**src/rtl/seq_approx_divider.sv**
```systemverilog
// seq_approx_divider
//   Radix-2 restoring divider, one quotient bit per clock, 2W-bit dividend by
//   W-bit divisor. The subtractor uses approximate cells in a triangular
//   low-order region (column j at iteration k is approximate when
//   j + k < APPROX_BITS). APPROX_BITS = 0 gives an exact divider.
//
// Ports
//   clk    : clock, rising edge
//   rst_n  : asynchronous active-low reset
//   start  : begin a division (accepted when busy = 0)
//   n      : 2W-bit dividend, sampled at accept
//   d      : W-bit divisor, sampled at accept
//   busy   : iteration in progress
//   done   : q/r valid, held until the next accept
//   q      : quotient, truncated to W bits
//   r      : remainder
//   ovf    : n[2W-1:W] >= d, quotient truncated
//   dbz    : divisor was zero
module seq_approx_divider #(
  parameter int unsigned W           = 8,
  parameter int unsigned APPROX_BITS = 4
) (
  input  logic           clk,
  input  logic           rst_n,
  input  logic           start,
  input  logic [2*W-1:0] n,
  input  logic [W-1:0]   d,
  output logic           busy,
  output logic           done,
  output logic [W-1:0]   q,
  output logic [W-1:0]   r,
  output logic           ovf,
  output logic           dbz
);

  localparam int unsigned KW = (W > 2) ? $clog2(W) : 1;
  localparam logic [KW-1:0] KLAST = KW'(W - 1);

  typedef enum logic [1:0] {
    IDLE,
    RUN,
    DONE
  } state_t;

  state_t        state_q, state_d;
  logic [W-1:0]  rem_q,   rem_d;
  logic [W-1:0]  nlo_q,   nlo_d;
  logic [W-1:0]  div_q,   div_d;
  logic [KW-1:0] k_q,     k_d;
  logic [W-1:0]  quo_q,   quo_d;
  logic          ovf_q,   ovf_d;
  logic          dbz_q,   dbz_d;

  // Datapath for one iteration
  logic          top_bit;
  logic [W-1:0]  low_word;
  logic [W-1:0]  diff_w;
  logic          borrow;
  logic          qbit;
  logic          cx, cy;
  int unsigned   k_int;

  always_comb begin
    top_bit  = rem_q[W-1];
    low_word = {rem_q[W-2:0], nlo_q[k_q]};
    diff_w   = '0;
    borrow   = 1'b0;
    cx       = 1'b0;
    cy       = 1'b0;
    k_int    = 32'(k_q);
    // Ripple-borrow chain, column 0 first; borrow logic is the same for both
    // cell types, only the difference bit changes in the approximate region.
    for (int unsigned j = 0; j < W; j++) begin
      cx = low_word[j];
      cy = div_q[j];
      if (j + k_int < APPROX_BITS) begin
        diff_w[j] = (~cx & cy & ~borrow) | (cx & ~cy);
      end else begin
        diff_w[j] = cx ^ cy ^ borrow;
      end
      borrow = (~cx & cy) | (~(cx ^ cy) & borrow);
    end
    // A set top bit means P >= 2^W > d, so the subtraction always succeeds.
    qbit = top_bit | ~borrow;
  end

  always_comb begin
    state_d = state_q;
    rem_d   = rem_q;
    nlo_d   = nlo_q;
    div_d   = div_q;
    k_d     = k_q;
    quo_d   = quo_q;
    ovf_d   = ovf_q;
    dbz_d   = dbz_q;
    unique case (state_q)
      IDLE, DONE: begin
        if (start) begin
          state_d = RUN;
          rem_d   = n[2*W-1:W];
          nlo_d   = n[W-1:0];
          div_d   = d;
          k_d     = KLAST;
          quo_d   = '0;
          ovf_d   = (n[2*W-1:W] >= d);
          dbz_d   = (d == '0);
        end
      end
      RUN: begin
        quo_d[k_q] = qbit;
        rem_d      = qbit ? diff_w : low_word;
        if (k_q == '0) begin
          state_d = DONE;
        end else begin
          k_d = k_q - 1'b1;
        end
      end
      default: state_d = IDLE;
    endcase
  end

  always_ff @(posedge clk or negedge rst_n) begin
    if (!rst_n) begin
      state_q <= IDLE;
      rem_q   <= '0;
      nlo_q   <= '0;
      div_q   <= '0;
      k_q     <= KLAST;
      quo_q   <= '0;
      ovf_q   <= 1'b0;
      dbz_q   <= 1'b0;
    end else begin
      state_q <= state_d;
      rem_q   <= rem_d;
      nlo_q   <= nlo_d;
      div_q   <= div_d;
      k_q     <= k_d;
      quo_q   <= quo_d;
      ovf_q   <= ovf_d;
      dbz_q   <= dbz_d;
    end
  end

  assign busy = (state_q == RUN);
  assign done = (state_q == DONE);
  assign q    = quo_q;
  assign r    = rem_q;
  assign ovf  = ovf_q;
  assign dbz  = dbz_q;

endmodule
```
**config.mk**
```make
export PLATFORM = sky130hd
export DESIGN_NAME = seq_approx_divider
export DESIGN_NICKNAME = d
export VERILOG_FILES = /design/src/rtl/seq_approx_divider.sv
export SDC_FILE = /design/constraint.sdc
export NUM_CORES = 1
export LEC_CHECK = 0
export ABC_AREA = 1
export CORE_UTILIZATION = 55
export CTS_CLUSTER_DIAMETER = 100
export CTS_CLUSTER_SIZE = 12
export DETAILED_ROUTE_END_ITERATION = 12
export PLACE_DENSITY = 0.83
export SYNTH_ARGS = -nofsm -noshare
export SYNTH_HDL_FRONTEND = slang
export SYNTH_SLANG_ARGS = --single-unit
```
**constraint.sdc**
```tcl
create_clock -name clk -period 8.66 [get_ports clk]
set_input_delay 1.732 -clock clk [delete_from_list [all_inputs] [get_ports clk]]
set_output_delay 1.732 -clock clk [all_outputs]
set_load 0.01 [all_outputs]
```
Word-level counts from Yosys, hierarchy flattened

Cells that the tools add are included.

Register bits: 39
Input bits: 27
Output and inout port bits: 20
Word-level logic and storage cells: 158

Add/sub/neg operators: 8
$lt $le $gt $ge: 11
Eq/ne operators: 5
Multiplexer cells: 24
Bitwise logic cells: 92
Reduce and logical (&&, ||, !) cells: 10

Operator list:

| kind                  | count |
|---|---|
| $pmux W8 S2           | 2 |
| $not A1 Y1            | 31 |
| $and A1 B1 Y1         | 30 |
| $lt A4 B3 Y1 const B  | 7 |
| $mux W8               | 3 |
| $add A3 B3 Y4 const A | 4 |
| $or A1 B1 Y1          | 16 |
| $xor A1 B1 Y1         | 15 |
| $mux W1               | 10 |
| $add A2 B3 Y4 const A | 2 |
| $bwmux W8             | 1 |
| $ge A8 B8 Y1          | 1 |
| $logic_not A8 Y1      | 1 |
| $mux W3               | 2 |
| $pmux W3 S2           | 1 |
| $reduce_and A2 Y1     | 3 |
| $add A1 B3 Y4 const A | 1 |
| $lt A3 B4 Y1 const B  | 1 |
| $mux W2               | 2 |
| $ne A2 B2 Y1 const B  | 2 |
| $pmux W2 S2           | 1 |
| $bmux W1 S3           | 1 |
| $demux W1 S3          | 1 |
| $ge A3 B1 Y1 const B  | 1 |
| other kinds (11)      | 11 |

Depth between registers and ports, before layout

Word-level depth: 22
Gate-level depth with buffers: 26
Gate-level depth less buffers: 24

Worst setup path before layout

Ideal clock, no wire load.

Kind: reg-to-reg
Start point: reg k_q[2]
End point: reg rem_q[2] (netlist: r[2])
Setup time: 77 ps
Arrival: 4381 ps
Required time: 8583 ps
Path slack: 4202 ps
Cell stages (with the launch flop): 27
Path buffers: 2
Clock period less this slack: 4458 ps
Cells stage by stage: dfstp_2 buf_4 inv_2 nor2_2 nand2_1 nor2_1 nor2_1 nand2_1 inv_1 ha_1 inv_1 fa_1 inv_1 fa_1 fa_1 fa_1 fa_1 fa_1 inv_1 fa_1 nor2_4 nor2_8 inv_2 buf_6 a21oi_2 o21ai_1 a21oi_1

Cells in the longest elaborated chain, start to end: 22
Elaborated cells between the ends (all ways): 29
Those cells by class: 1 x add/sub; 1 x order compare; 5 x mux; 22 x bitwise

Ends and longest elaborated chain:

| element                       | line | text |
|---|---|---|
| start, declared               | 49   | `logic [KW-1:0] k_q, k_d;` |
| start signal, assigned        | 137  | `k_q <= k_d;` |
| $bmux W1 S3                   | 65   | `low_word = {rem_q[W-2:0], nlo_q[k_q]};` |
| $mux W1 (implied by the code) | 65   |  |
| $not A1 Y1                    | 81   | `borrow = (~cx & cy) \| (~(cx ^ cy) & borrow);` |
| $and A1 B1 Y1 (2 in a row)    | 81   |  |
| $or A1 B1 Y1                  | 81   |  |
| $and A1 B1 Y1                 | 81   |  |
| $or A1 B1 Y1                  | 81   |  |
| $and A1 B1 Y1                 | 81   |  |
| [5 not listed]                | -    |  |
| $and A1 B1 Y1                 | 81   |  |
| $or A1 B1 Y1                  | 81   |  |
| $and A1 B1 Y1                 | 81   |  |
| $or A1 B1 Y1                  | 81   |  |
| $not A1 Y1                    | 84   | `qbit = top_bit \| ~borrow;` |
| $or A1 B1 Y1                  | 84   |  |
| $mux W8 *                     | 111  | `rem_d = qbit ? diff_w : low_word;` |
| $pmux W8 S2 *                 | 96   | `unique case (state_q)` |
| end signal, assigned          | 134  | `rem_q <= rem_d;` |
| end, declared                 | 46   | `logic [W-1:0] rem_q, rem_d;` |

Every way passes the cells marked *; elsewhere a longest branch is shown, timed or not. The select of a mux whose other input is x is not followed.
A chain may end at the register's enable or synchronous reset.

Worst setup path after layout

Start point: reg k_q[2]
End point: reg rem_q[0] (netlist: r[0])

Cells in the longest elaborated chain, start to end: 22
Elaborated cells between the ends (all ways): 27
Those cells by class: 1 x order compare; 5 x mux; 21 x bitwise

Ends and longest elaborated chain:

| element                       | line |
|---|---|
| $bmux W1 S3                   | 65 |
| $mux W1 (implied by the code) | 65 |
| $not A1 Y1                    | 77, 81 |
| $and A1 B1 Y1                 | 77, 81 |
| $and A1 B1 Y1                 | 81 |
| $or A1 B1 Y1                  | 81 |
| $and A1 B1 Y1                 | 81 |
| $or A1 B1 Y1                  | 81 |
| [6 not listed]                | - |
| $and A1 B1 Y1                 | 81 |
| $or A1 B1 Y1                  | 81 |
| $and A1 B1 Y1                 | 81 |
| $or A1 B1 Y1                  | 81 |
| $not A1 Y1                    | 84 |
| $or A1 B1 Y1                  | 84 |
| $mux W8 *                     | 111 |
| $pmux W8 S2 *                 | 96 |

Marks and branches as above.

==> results.md <==
- Outcome: complete, no violations
- Slew Viols, Final: 0
- RePlAce Congestion: 0.8698
- Setup bufs post-CTS: 0
- Share of cells above drive strength 1: 0.07365
- Power Density: 383.0 nW/um^2
- Fin util: 0.7010
- Chip width: 70.11 um
- Yosys cell types: 34
- Mux share of post-synthesis cell area: 0
- Avg Cell Area, Syn: roughly 8.2 um^2
- Initial antenna violation count: 0
- CTS sink cnt: 39
- IO Port Bufs: 46
- Drt drc: 0
- Most frequent cell after synthesis: nand2_1
- Hold Crit Class: flip-flop to flip-flop
- Num rows: 24
- Leakage: 1.550 nW
- Resized cells post-CTS: 0
- Hold Vio Cnt, Final: 0
- Ys async rst share: 1.000
- Slew Limit Headroom: 0.4210
- Worst-Margin Slew: 0.8686 ns
- Arr. time, crit path: 5.01 ns
- Routed Antenna Nets: 0
- Critical path required time: 8.88 ns
- Kind of critical path: flip-flop to flip-flop
- Starting Density: 0.5779
- CTS H-tree depth: 2
- Fin Clk Skew: 0.004888 ns
- Post-synth EDFFs: 0
- Cells after synthesis: 310
- Crit path launch type: flip-flop
- Io pins: 47
- Main synth FF type: dfrtp_1
- First-pass GRT wire length: 9963 um
- CTS tree: yes
- Iteration-0 DRC count of the detailed router: 147
- Synth-to-Final Area Change: 21.29%
- Flop and latch count out of synthesis: 39
- Fmax: 0.2089 GHz
- MaxCap Viol Count: 0
- Vias in the first global route: 2121
- Final nets: ~410
- Skew-Pair Late Insertion Delay: 0.29 ns
- Compound-Gate Fraction of Synth Area: 0.1319
- Largest net degree at the start of global routing: 40
- Main combinational cell family by area after synthesis: simple AND/OR/NAND/NOR gates
- FILL cells: about 370
- Crit share post-route: 0.5528
- Setup violations, final: 0
- Final min period: 4.787 ns
- Place WS: 3.927 ns
- Hold buffer count at CTS: 0
- Via density: ~5.4
- Clock buffer depth: 2
- Hpwl dp: ~4300 um
- Diodes inserted: 0
- Synth Area in Adders: 0.1628
- Post-Syn Nets: 366
- Total track usage: 0.2603
- Unrepaired setup endpoints after global routing: no
- Vias: 2205
- Setup TNS: 0 ns
- Pre-antenna DRT Iters: 4
- Total congestion overflow: 0
- Maximum fanout along the worst path: 11
- Post-synth top cells: nand2_1 (71), inv_1 (42), dfrtp_1 (36)
- Routed WL per cell: 14.42 um
- Chip height: 70.11 um
- Synth Area in XOR/XNOR: 0.006866
- Setup crit end kind: flip-flop
- Peak supply drop: 0.1911 mV
- YS warnings: 0
- Cell area after synthesis: 2551 um^2
- CORE AREA: around 4400 um^2
- TritonCTS Buffers: 5
- Post-Synth Simple-Gate Area: 0.2148
- Die footprint: 4915 um^2
- DRT Wirelength: 5839 um
- Reg clk slew, reported paths: 0.07 ns
- Sequential cell area fraction in the yosys report: 0.3840
- Top area cells in the synthesized netlist: dfrtp_1 (35%), ha_1 (11%), nand2_1 (10%), inv_1 (6.2%), fa_1 (5.5%)
- Yosys top cell area share: 0.3531
- Root Driver: clkbuf_8
- Fin worst setup slack: approximately 3.9 ns
- Synth area leader: dfrtp_1
## per-layer routing
metal | routed length [um] | share of wire | track usage
met3 | 264 | 0.045 | 0.03463
met4 | 95 | 0.016 | 0.1022
met5 | 0 | 0 | 0
met1 | 2730 | 0.47 | 0.3786
met2 | 2750 | 0.47 | 0.3953
## worst paths after layout
kind                            cells past startpoint                to               start  slack, ns
worst min-delay path                                2   dbz$_DFFE_PN0P_     dbz$_DFFE_PN0P_       0.49
worst max register to register                     24  r[0]$_DFFE_PN0P_  k_q[2]$_DFFE_PN1P_       3.87
max in group asynchronous                           1   dbz$_DFFE_PN0P_               rst_n       6.57
worst max-delay path                               24  r[0]$_DFFE_PN0P_  k_q[2]$_DFFE_PN1P_       3.87
min in group asynchronous                           1  q[5]$_DFFE_PN0P_               rst_n       1.55
worst min register to register                      2   dbz$_DFFE_PN0P_     dbz$_DFFE_PN0P_       0.49
## registers in the layout, summed over array words and instances (netlist names)
register / flops
ovf: 1
r: 8
dbz: 1
state_q: 2
k_q: 3
div_q: 8
nlo_q: 8
q: 8
## logic make-up (layout without fill, tap and decap cells)
kind of cell,Yosys count,after routing
XOR/XNOR,2,2
AND/OR/NAND/NOR,125,125
flip-flops,39,39
buffers and inverters,58,101
adder cells (fa/ha/maj),29,29
AO/OA/AOI/OAI,57,57
## per-stage QoR
step	hold WS (ns)	cells	total power, mW	instance area, um^2
finish	0.4936	405	1.185	3094
floorplan	0.4489	310	0.8589	2551
detailed placement	0.4748	397	1.043	2994
global placement	0.4686	397	1.020	2994
global route	0.5093	405	1.298	3094
CTS	0.4962	405	1.182	3094
## cells in the final DEF (no fill, tap or decap), types with 3 or more instances in the layout
| cell | synthesis | final |
|---|---|---|
| nand2_2 | 4 | 4 |
| a22o_1 | 4 | 4 |
| o21ai_0 | 23 | 23 |
| inv_1 | 42 | 42 |
| fa_1 | 7 | 7 |
| o221ai_1 | 5 | 5 |
| a21oi_1 | 16 | 16 |
| ha_1 | 22 | 22 |
| nor2_1 | 22 | 22 |
| nor3_1 | 4 | 4 |
| nand3_1 | 12 | 12 |
| dfrtp_1 | 36 | 36 |
| clkdlybuf4s50_1 | 0 | 45 |
| inv_2 | 5 | 5 |
| nand4_1 | 6 | 6 |
| nand2_1 | 71 | 71 |
| dfstp_2 | 3 | 3 |
| o22ai_1 | 3 | 3 |
| clkbuf_8 | 0 | 7 |
| nor2_2 | 3 | 3 |
## critical path, cell delays in order, from the launching register on
cell	delay, ns
dfstp_2	0.64
inv_2	0.12
nor2_2	0.11
nand2_1	0.06
nor2_1	0.08
nor2_1	0.05
nand2_1	0.07
inv_1	0.04
ha_1	0.17
inv_1	0.08
fa_1	0.20
inv_1	0.06
fa_1	0.40
fa_1	0.39
fa_1	0.41
fa_1	0.39
fa_1	0.36
inv_1	0.09
fa_1	0.24
nor2_4	0.08
nor2_8	0.19
inv_2	0.15
o21ai_0	0.16
inv_1	0.05
a21oi_1	0.13
## cell type report
cell class / instances / area (um^2) / area share
clock buffer: 8 / 100.1 / 0.03235
sequential: 39 / 979.7 / 0.3166
timing repair buffer: 46 / 455.4 / 0.1472
inverter: 47 / 176.4 / 0.05702
tap: 52 / 65.06 / 0.02103
multi-input combinational: 213 / 1318 / 0.4258
## where the power goes
group | total, mW | leakage (nW) | internal, mW | switching, mW
Clock | 0.135 | 0.0515 | 0.0727 | 0.0624
Combinational | 0.685 | 1.02 | 0.290 | 0.396
Sequential | 0.365 | 0.483 | 0.271 | 0.0935
(Power assumes the default switching activity.)
